[config.mk]
export PLATFORM = sky130hd
export DESIGN_NAME = core_sequencer
export DESIGN_NICKNAME = d
export VERILOG_FILES = /design/src/rtl/core_sequencer.sv
export SDC_FILE = /design/constraint.sdc
export NUM_CORES = 1
export LEC_CHECK = 0
export ABC_AREA = 0
export CAP_MARGIN = 20
export CORE_ASPECT_RATIO = 2
export CORE_MARGIN = 1.5
export CORE_UTILIZATION = 30
export DETAILED_ROUTE_END_ITERATION = 16
export DONT_BUFFER_PORTS = 1
export HOLD_SLACK_MARGIN = 0.06
export PLACE_DENSITY_LB_ADDON = 0.05
export SLEW_MARGIN = 10
export SYNTH_ARGS = -nofsm -noshare
export SYNTH_HDL_FRONTEND = slang
export SYNTH_SLANG_ARGS = --single-unit
[constraint.sdc]
create_clock -name clk -period 2.73 [get_ports clk]
set_input_delay 0.6825 -clock clk [delete_from_list [all_inputs] [get_ports clk]]
set_output_delay 0.6825 -clock clk [all_outputs]
set_load 0.1 [all_outputs]
[src/rtl/core_sequencer.sv]
`default_nettype none
// core_sequencer: multi-cycle fetch/decode/execute controller for the 8-bit core.
// Define SEQ_MEM_WAIT_EN to add dm_ready and stall MEM until it is high.
module core_sequencer #(
  parameter int          PC_W   = 8,
  parameter int          DM_AW  = 4,
  parameter int unsigned RST_PC = 0
) (
  input  logic             clk,
  input  logic             reset,
  input  logic             run,
  input  logic [PC_W-1:0]  last_add,
  input  logic [7:0]       instr_in,
  input  logic             alu_z,
  input  logic             alu_cy,
  input  logic             alu_s,
  input  logic [7:0]       rf_rdata,
`ifdef SEQ_MEM_WAIT_EN
  input  logic             dm_ready,
`endif
  output logic [PC_W-1:0]  im_addr,
  output logic             im_rd,
  output logic [1:0]       rf_raddr,
  output logic [1:0]       rf_waddr,
  output logic             rf_we,
  output logic [DM_AW-1:0] dm_addr,
  output logic             dm_we,
  output logic             dm_re,
  output logic [1:0]       wb_sel,
  output logic             alu_src_imm,
  output logic [3:0]       alu_op,
  output logic [7:0]       imm8,
  output logic             flag_z,
  output logic             flag_c,
  output logic             flag_s,
  output logic             halted,
  output logic [2:0]       state
);

  typedef enum logic [2:0] {
    S_IDLE   = 3'd0,
    S_FETCH  = 3'd1,
    S_DECODE = 3'd2,
    S_EXEC   = 3'd3,
    S_MEM    = 3'd4,
    S_WB     = 3'd5,
    S_HALT   = 3'd6
  } state_t;

  localparam logic [3:0] OP_LD  = 4'h0;
  localparam logic [3:0] OP_ST  = 4'h1;
  localparam logic [3:0] OP_MVI = 4'h2;
  localparam logic [3:0] OP_CMP = 4'h7;
  localparam logic [3:0] OP_JMP = 4'hF;

  state_t          state_q;
  logic [PC_W-1:0] pc_q;
  logic [PC_W-1:0] pc_d;
  logic [7:0]      ir_q;
  logic            flag_z_q, flag_c_q, flag_s_q;
  logic            im_rd_q, rf_we_q, dm_we_q, dm_re_q;
  logic            halted_q, alu_src_imm_q;
  logic [1:0]      rf_raddr_q, rf_waddr_q, wb_sel_q;

  logic       mem_go;
  logic       cond_ok;
  logic       jmp_taken;
  logic       retire;
  logic [3:0] op;
  logic [3:0] dec_op;

  assign op     = ir_q[7:4];
  assign dec_op = instr_in[7:4];

  function automatic logic is_imm_op(input logic [3:0] o);
    return (o == 4'h9) || ((o >= 4'hB) && (o <= 4'hE));
  endfunction

`ifdef SEQ_MEM_WAIT_EN
  assign mem_go = dm_ready;
`else
  assign mem_go = 1'b1;
`endif

  // Retire marks the last cycle of every instruction; PC and halt decisions hang off it.
  always_comb begin
    case (ir_q[1:0])
      2'b00:   cond_ok = 1'b1;
      2'b01:   cond_ok = flag_z_q;
      2'b10:   cond_ok = flag_c_q;
      default: cond_ok = flag_s_q;
    endcase
    jmp_taken = (state_q == S_EXEC) && (op == OP_JMP) && cond_ok;
    retire    = (state_q == S_WB)
             || ((state_q == S_EXEC) && ((op == OP_CMP) || (op == OP_JMP)))
             || ((state_q == S_MEM) && (op == OP_ST) && mem_go);
    pc_d      = jmp_taken ? PC_W'(rf_rdata) : pc_q + PC_W'(1);
  end

  always_ff @(posedge clk or negedge reset) begin
    if (!reset) begin
      state_q       <= S_IDLE;
      pc_q          <= PC_W'(RST_PC);
      ir_q          <= '0;
      flag_z_q      <= 1'b0;
      flag_c_q      <= 1'b0;
      flag_s_q      <= 1'b0;
      im_rd_q       <= 1'b0;
      rf_we_q       <= 1'b0;
      dm_we_q       <= 1'b0;
      dm_re_q       <= 1'b0;
      halted_q      <= 1'b0;
      alu_src_imm_q <= 1'b0;
      rf_raddr_q    <= 2'd0;
      rf_waddr_q    <= 2'd0;
      wb_sel_q      <= 2'd0;
    end else begin
      im_rd_q <= 1'b0;
      rf_we_q <= 1'b0;
      dm_we_q <= 1'b0;
      dm_re_q <= 1'b0;
      case (state_q)
        S_IDLE: begin
          if (run) begin
            state_q <= S_FETCH;
            im_rd_q <= 1'b1;
          end
        end
        S_FETCH: state_q <= S_DECODE;
        S_DECODE: begin
          ir_q          <= instr_in;
          rf_raddr_q    <= 2'd0;
          alu_src_imm_q <= 1'b0;
          case (dec_op)
            OP_LD: begin
              state_q <= S_MEM;
              dm_re_q <= 1'b1;
            end
            OP_ST: begin
              state_q <= S_MEM;
              dm_we_q <= 1'b1;
            end
            OP_MVI: begin
              state_q    <= S_WB;
              rf_we_q    <= 1'b1;
              wb_sel_q   <= 2'b01;
              rf_waddr_q <= instr_in[3:2];
            end
            OP_JMP: begin
              state_q    <= S_EXEC;
              rf_raddr_q <= instr_in[3:2];
            end
            default: begin
              state_q       <= S_EXEC;
              rf_raddr_q    <= instr_in[1:0];
              alu_src_imm_q <= is_imm_op(dec_op);
            end
          endcase
        end
        S_EXEC: begin
          if (op != OP_JMP) begin
            flag_z_q <= alu_z;
            flag_c_q <= alu_cy;
            flag_s_q <= alu_s;
          end
          if (!retire) begin
            state_q    <= S_WB;
            rf_we_q    <= 1'b1;
            wb_sel_q   <= 2'b10;
            rf_waddr_q <= ir_q[3:2];
          end
        end
        S_MEM: begin
          if (!mem_go) begin
            dm_re_q <= dm_re_q;
            dm_we_q <= dm_we_q;
          end else if (!retire) begin
            state_q    <= S_WB;
            rf_we_q    <= 1'b1;
            wb_sel_q   <= 2'b00;
            rf_waddr_q <= 2'd0;
          end
        end
        S_WB, S_HALT: ;
        default: state_q <= S_IDLE;
      endcase
      // A taken jump at last_add still loads its target before halting.
      if (retire) begin
        if (pc_q == last_add) begin
          state_q  <= S_HALT;
          halted_q <= 1'b1;
          if (jmp_taken) pc_q <= pc_d;
        end else begin
          state_q <= S_FETCH;
          im_rd_q <= 1'b1;
          pc_q    <= pc_d;
        end
      end
    end
  end

  assign im_addr     = pc_q;
  assign im_rd       = im_rd_q;
  assign rf_raddr    = rf_raddr_q;
  assign rf_waddr    = rf_waddr_q;
  assign rf_we       = rf_we_q;
  assign dm_addr     = DM_AW'(ir_q[3:0]);
  assign dm_we       = dm_we_q;
  assign dm_re       = dm_re_q;
  assign wb_sel      = wb_sel_q;
  assign alu_src_imm = alu_src_imm_q;
  assign alu_op      = ir_q[7:4];
  assign imm8        = {{6{ir_q[1]}}, ir_q[1:0]};
  assign flag_z      = flag_z_q;
  assign flag_c      = flag_c_q;
  assign flag_s      = flag_s_q;
  assign halted      = halted_q;
  assign state       = state_q;

endmodule
`default_nettype wire

==> After elaboration in Yosys (flattened, before gate mapping) <==
Index checks and enable logic that the tools add are counted.
{ "totals": {"reg_bits": 34, "latchBits": 0, "mem_bits_rw": 0, "mem_bits_ro": 0, "out_inout_bits": 42, "elab_cells": 93, "mem_count": 0} }
{ "op_classes": {"add_sub_neg": 1, "mul": 0, "div": 0, "magnitude_cmp": 2, "n_eq_ne": 23, "shift": 0, "muxes": 29, "bitwise_logic": 0, "reduce_logical": 23} }
{ "ops": {"columns": ["op", "n"], "rows": [
  ["$mux 8", 3],
  ["$pmux 3 s5", 1],
  ["$eq 4x4->1 const B", 3],
  ["$pmux 2 s3", 2],
  ["$mux 1", 11],
  ["$mux 2", 5],
  ["$ne 2x2->1 const B", 5],
  ["$eq 3x3->1 const B", 3],
  ["$mux 3", 3],
  ["$add 8x1->8 const B", 1],
  ["$eq 4x1->1 const B", 2],
  ["$eq 8x8->1", 1],
  ["$reduce_and 2->1", 4],
  ["$eq 3x2->1 const B", 2],
  ["$pmux 3 s2", 1],
  ["$reduce_or 2->1", 3],
  ["$logic_and 1x1->1", 5],
  ["$eq 4x2->1 const B", 1],
  ["$eq 4x3->1 const B", 1],
  ["$ge 4x4->1 const B", 1],
  ["$le 4x4->1 const B", 1],
  ["$logic_not 4->1", 1],
  ["$logic_or 1x1->1", 4],
  ["$ne 4x4->1 const B", 1],
  ["other kinds (13)", 13]
]} }

==> Longest topological paths before layout <==
{ "depth": {"depth_word": 7, "ltp_mapped": 7, "mapped_depth_nobuf": 5} }

==> Worst setup path before layout <==
No wires, ideal clock.
{ "synth_timing": {"path_type": "register to register", "start": "register state_q[1] (netlist: state[1])", "end": "register pc_q[7] (netlist: im_addr[7])", "setup_time_ps": 139, "arrival_time_ps": 2312, "t_required_ps": 2591, "slack_ps": 279, "stages_incl_launch_ff": 7, "synth_period_minus_slack_ps": 2451, "cell_sequence": "dfrtp_1 > buf_2 > and3b_2 > nand2b_2 > a22oi_4 > nor3b_1 > or4_1"} }
{ "synth_via": {"elab_chain_len": 6, "elab_cells_between_ends": 14} }
{ "synth_rtl": {"columns": ["item", "line", "text"], "rows": [
  ["from (decl)", "56", "state_t state_q;"],
  ["from (signal assigned)", "102", "state_q <= S_IDLE;"],
  ["from (signal assigned)", "125", "state_q <= S_FETCH;"],
  ["from (signal assigned)", "129", "S_FETCH: state_q <= S_DECODE;"],
  ["$eq 3x2->1", "93, 95", null],
  ["$logic_and 1x1->1 (2 in series)", "93", "jmp_taken = (state_q == S_EXEC) && (op == OP_JMP) && cond_ok;"],
  ["$mux 8", "97", "pc_d = jmp_taken ? PC_W'(rf_rdata) : pc_q + PC_W'(1);"],
  ["$mux 8", "192", "if (jmp_taken) pc_q <= pc_d;"],
  ["$mux 8", "189", "if (pc_q == last_add) begin"],
  ["to (signal assigned)", "103", "pc_q <= PC_W'(RST_PC);"],
  ["to (signal assigned)", "192", null],
  ["to (signal assigned)", "196", "pc_q <= pc_d;"],
  ["to (decl)", "57", "logic [PC_W-1:0] pc_q;"]
]} }
Several ways; a longest one is shown, not always the timed one. The select of a mux whose other input is x is not followed.
A chain may end at the register's enable or synchronous reset.

==> Worst setup path in the final report <==
{ "layout_timing": {"start": "register ir_q[6]", "end": "register pc_q[7] (netlist: im_addr[7])"} }
{ "layout_via": {"elab_chain_len": 6, "elab_cells_between_ends": 15} }
{ "layout_rtl": {"columns": ["item", "line", "text"], "rows": [
  ["from (decl)", "59", "logic [7:0] ir_q;"],
  ["from (signal assigned)", "131", "ir_q <= instr_in;"],
  ["$eq 4x4->1 / $eq 4x3->1 (equally long branches)", "93, 95", null],
  ["$logic_and 1x1->1 / $logic_or 1x1->1 (equally long branches)", "93, 95", null],
  ["$logic_and 1x1->1 (on tied branches)", "93, 95", null],
  ["$mux 8 / $logic_or 1x1->1 (equally long branches)", "97, 95", null],
  ["$mux 8 / $logic_or 1x1->1 (equally long branches)", "192, 96", null],
  ["$mux 8 / $reduce_and 2->1 (equally long branches)", null, null]
]} }
Several ways; a longest one is shown, not always the timed one. The select of a mux whose other input is x is not followed.

==> summary.md <==
Setup violations remaining at the end of the flow were counted as 0. The core outline area was 0.00606 sq mm. The tools report the post-detailed-route count of antenna-violating nets as 0. The synthesized netlist devotes 4.60% of its cell area to XOR and XNOR gates. In the routed design, unresolved DRC markers number 0.

In this run the worst path has a maximum fanout of 11. The total clock buffers created by CTS came out at 5. After layout, the minimum clock period comes to 2.16 ns.

The run gives 0 as the final hold violation count. The share of synthesized area occupied by flip-flops and latches was 44.7%. For the total global-route track usage, the log shows 15.6%. Largest stage delay on the critical path: 0.50 ns. The critical path starts at ir_q[6]. The logs give 0 for the max-capacitance violation count and 2.88 ns for the data required time at the worst endpoint.

The number of nets in the synthesized netlist is 233. Among all stages on the critical path, the largest delay is contributed by sky130_fd_sc_hd__or4_1. STA puts the critical path data arrival time at 2.31 ns. The cell family contributing the most delay on the critical path is simple AND/OR/NAND/NOR gates. The wire length of the first global-routing pass came out at 8.09 mm. The area added between synthesis and finish was 21.0%. From bottom edge to top edge, the die measures 116 um. The combined flip-flop and latch cell area is 856 sq um, and the clock-pin slew on the worst setup and hold paths is 0.05 ns. Across all layers, the routed design uses 1527 vias.

The reg-to-reg startpoint is ir_q[6]. Walking the worst path, the cells encountered are nand3_1 -> nor3_1 -> nand2_1 -> and3_1 -> or4_1. Input and output buffers added on the ports amount to 0.

Summed over all nets, the half-perimeter wirelength after detailed placement is 3.84 mm. From left edge to right edge, the die measures 59.3 um. For this run, the post-layout net count is 250. In the final layout, the share of cells above drive strength 1 is 25.0%. The accumulated negative setup slack came out at 0 ns. Initial antenna violation count: 0. The number of buffers inserted for hold repair after clock tree synthesis came out at 0. The filler cells instantiated in the layout total 628. After layout, the worst path uses 79.0% of the clock period. The run gives 920 sq um as the area of the multi-input gates. The tightest min-delay check is of the in2async type.

Mean post-synth cell area: 9.43 sq um. Dividing the detail-routed via count by the number of cells gives 5.02. The initialized floorplan defines 40 standard-cell rows. Synthesis handed over a netlist of 202 instances. The congestion estimate from routability-driven global placement came to 0.814.

STA classifies the critical path endpoint as a flop. The clock latency of the later-clocked register in the worst-skew pair came out at 0.28 ns. The number of buffers on the longest clock path is 2.

After detailed routing, the total wire length is 4.95 mm. The count of warnings emitted by yosys came out at 0. TritonCTS built the clock tree. For this design the top-level I/O count stands at 72. The average wire per standard cell came out at 16.3 um.

STA classifies the critical path startpoint as a flop. Setup repair after global routing left no endpoint under its margin. 0 antenna diodes ended up in the layout. Number of global-route vias before repair: 1644. The flow ran to the end, and the final reports show no timing, DRC or antenna violations. The top cell types in the final layout, fill and taps aside, are sky130_fd_sc_hd__nand2_1, sky130_fd_sc_hd__dfrtp_1, sky130_fd_sc_hd__buf_4, sky130_fd_sc_hd__o21ai_0. Summing the areas of all fa, ha and maj instances in the mapped netlist gives 0.657% of the synthesized area. For this design, the sink count on the clock tree is 34. The starting DRC count in detailed routing is 70. The root buffer cell chosen for the clock tree is sky130_fd_sc_hd__clkbuf_16. The transition time of the tightest slew-check pin works out to 0.920 ns. The portion of synthesized area spent on multiplexers is 4.60%. The number of post-CTS setup repair buffers is 0, and the simple-gate portion of the synthesized area is 22.5%. For this run, the top clock speed supported by timing is 464 MHz. The synthesized-area fraction occupied by ao, oa, aoi and oai cells works out to 15.9%. The tools report the count of final max-slew check failures as 0. The starting density of the core was 31.4%; the register bit count reported by yosys was 34. The number of detailed-route iterations in the first pass is 4. The worst slew margin relative to its limit came out at 38.6%. The distinct cell type count after synthesis is 42. The clock tree synthesis step divided the H-tree into 2 levels. Entering global routing, the biggest net connects 35 pins. Together, buffers and inverters on the worst path number 0. The worst setup path is of the reg2reg kind. The die covers 0.00686 sq mm.

After synthesis, the largest family of logic cells by area is simple AND/OR/NAND/NOR gates. Summed over all layers, the global routing overflow is 0. The largest clock skew in the final design is 0.00378 ns. The post-CTS resize count is 0, and the cell area after synthesis is 0.00190 sq mm.
==> layout make-up <==
type                    count  share of cell area (%)
clock buffers               8                    7.22
inverters                   9                    1.47
multi-input cells         142                    39.9
flip-flops and latches     34                    37.2
well taps                  84                    4.56
repair buffers             27                    9.67
==> registers in the layout (all words and copies together), names as in the netlist, 2 cells and up <==
name / cells
im_addr: 8
ir_q: 8
state: 3
rf_raddr: 2
rf_waddr: 2
wb_sel: 2
==> logic make-up after synthesis <==
group | Yosys count
buf+inv | 26
fa+ha+maj | 1
mux | 8
simple gates | 80
xor+xnor | 10
compound gates | 43
flops | 34
==> synth_stat cells (all sizes together) <==
master	count	area (sq um)
buf	11	77.6
a22o	2	17.5
xnor2	2	17.5
or3	2	12.5
mux2i	2	20.0
o211ai	1	12.5
or4	1	7.51
and3b	1	10.0
o32a	1	10.0
a31o	4	35.0
and3	3	18.8
a21bo	1	10.0
mux2	6	67.6
o2111ai	1	8.76
o21ai	13	65.1
nand3	4	20.0
nand2	32	120
clkbuf	6	22.5
nor3b	2	15.0
nor2	9	33.8
a21oi	5	25.0
a31oi	9	56.3
ha	1	12.5
a22oi	1	21.3
nand2b	3	21.3
o21bai	2	15.0
and2	5	31.3
nor4	3	31.3
o41ai	2	17.5
nand4	3	18.8
nand3b	2	15.0
nor2b	1	6.26
nor4b	2	32.5
dfrtp	34	851
a221oi	1	8.76
nor3	7	35.0
inv	9	33.8
xor2	8	70.1
==> stage by stage <==
step	hold WS, ns	cell area (sq um)	setup WS [ns]	util (%)	std cells
floorplan	0.387	1900	0.279	-	202
global placement	0.388	2140	0.518	35.3	296
detailed placement	0.388	2140	0.448	35.3	296
CTS	0.0886	2300	0.565	38.0	304
global route	0.0875	2300	0.430	38.0	304
finish	0.0960	2300	0.574	38.0	304
==> metal layers <==
metal  GRT usage [%]  vias to the layer above  share of wire, %
li1                -                      738                 -
met1            16.0                      723                35
met2            28.6                       57                56
met3            3.24                        9               6.7
met4            7.73                        0               2.4
met5               0                        -                 0
==> worst paths after layout <==
kind                       slack, ns  cells after the start          to
min                              0.1                      0  im_addr[7]
max in group asynchronous       2.54                      0     ir_q[1]
max reg2reg                     0.57                      5  im_addr[7]
max                             0.57                      5  im_addr[7]
min reg2reg                     0.53                      2     ir_q[0]
min in group clk                0.48                      1       dm_re
Power is not shown: default switching activity piles up to over one toggle a cycle in this logic, so the estimate is an artifact.
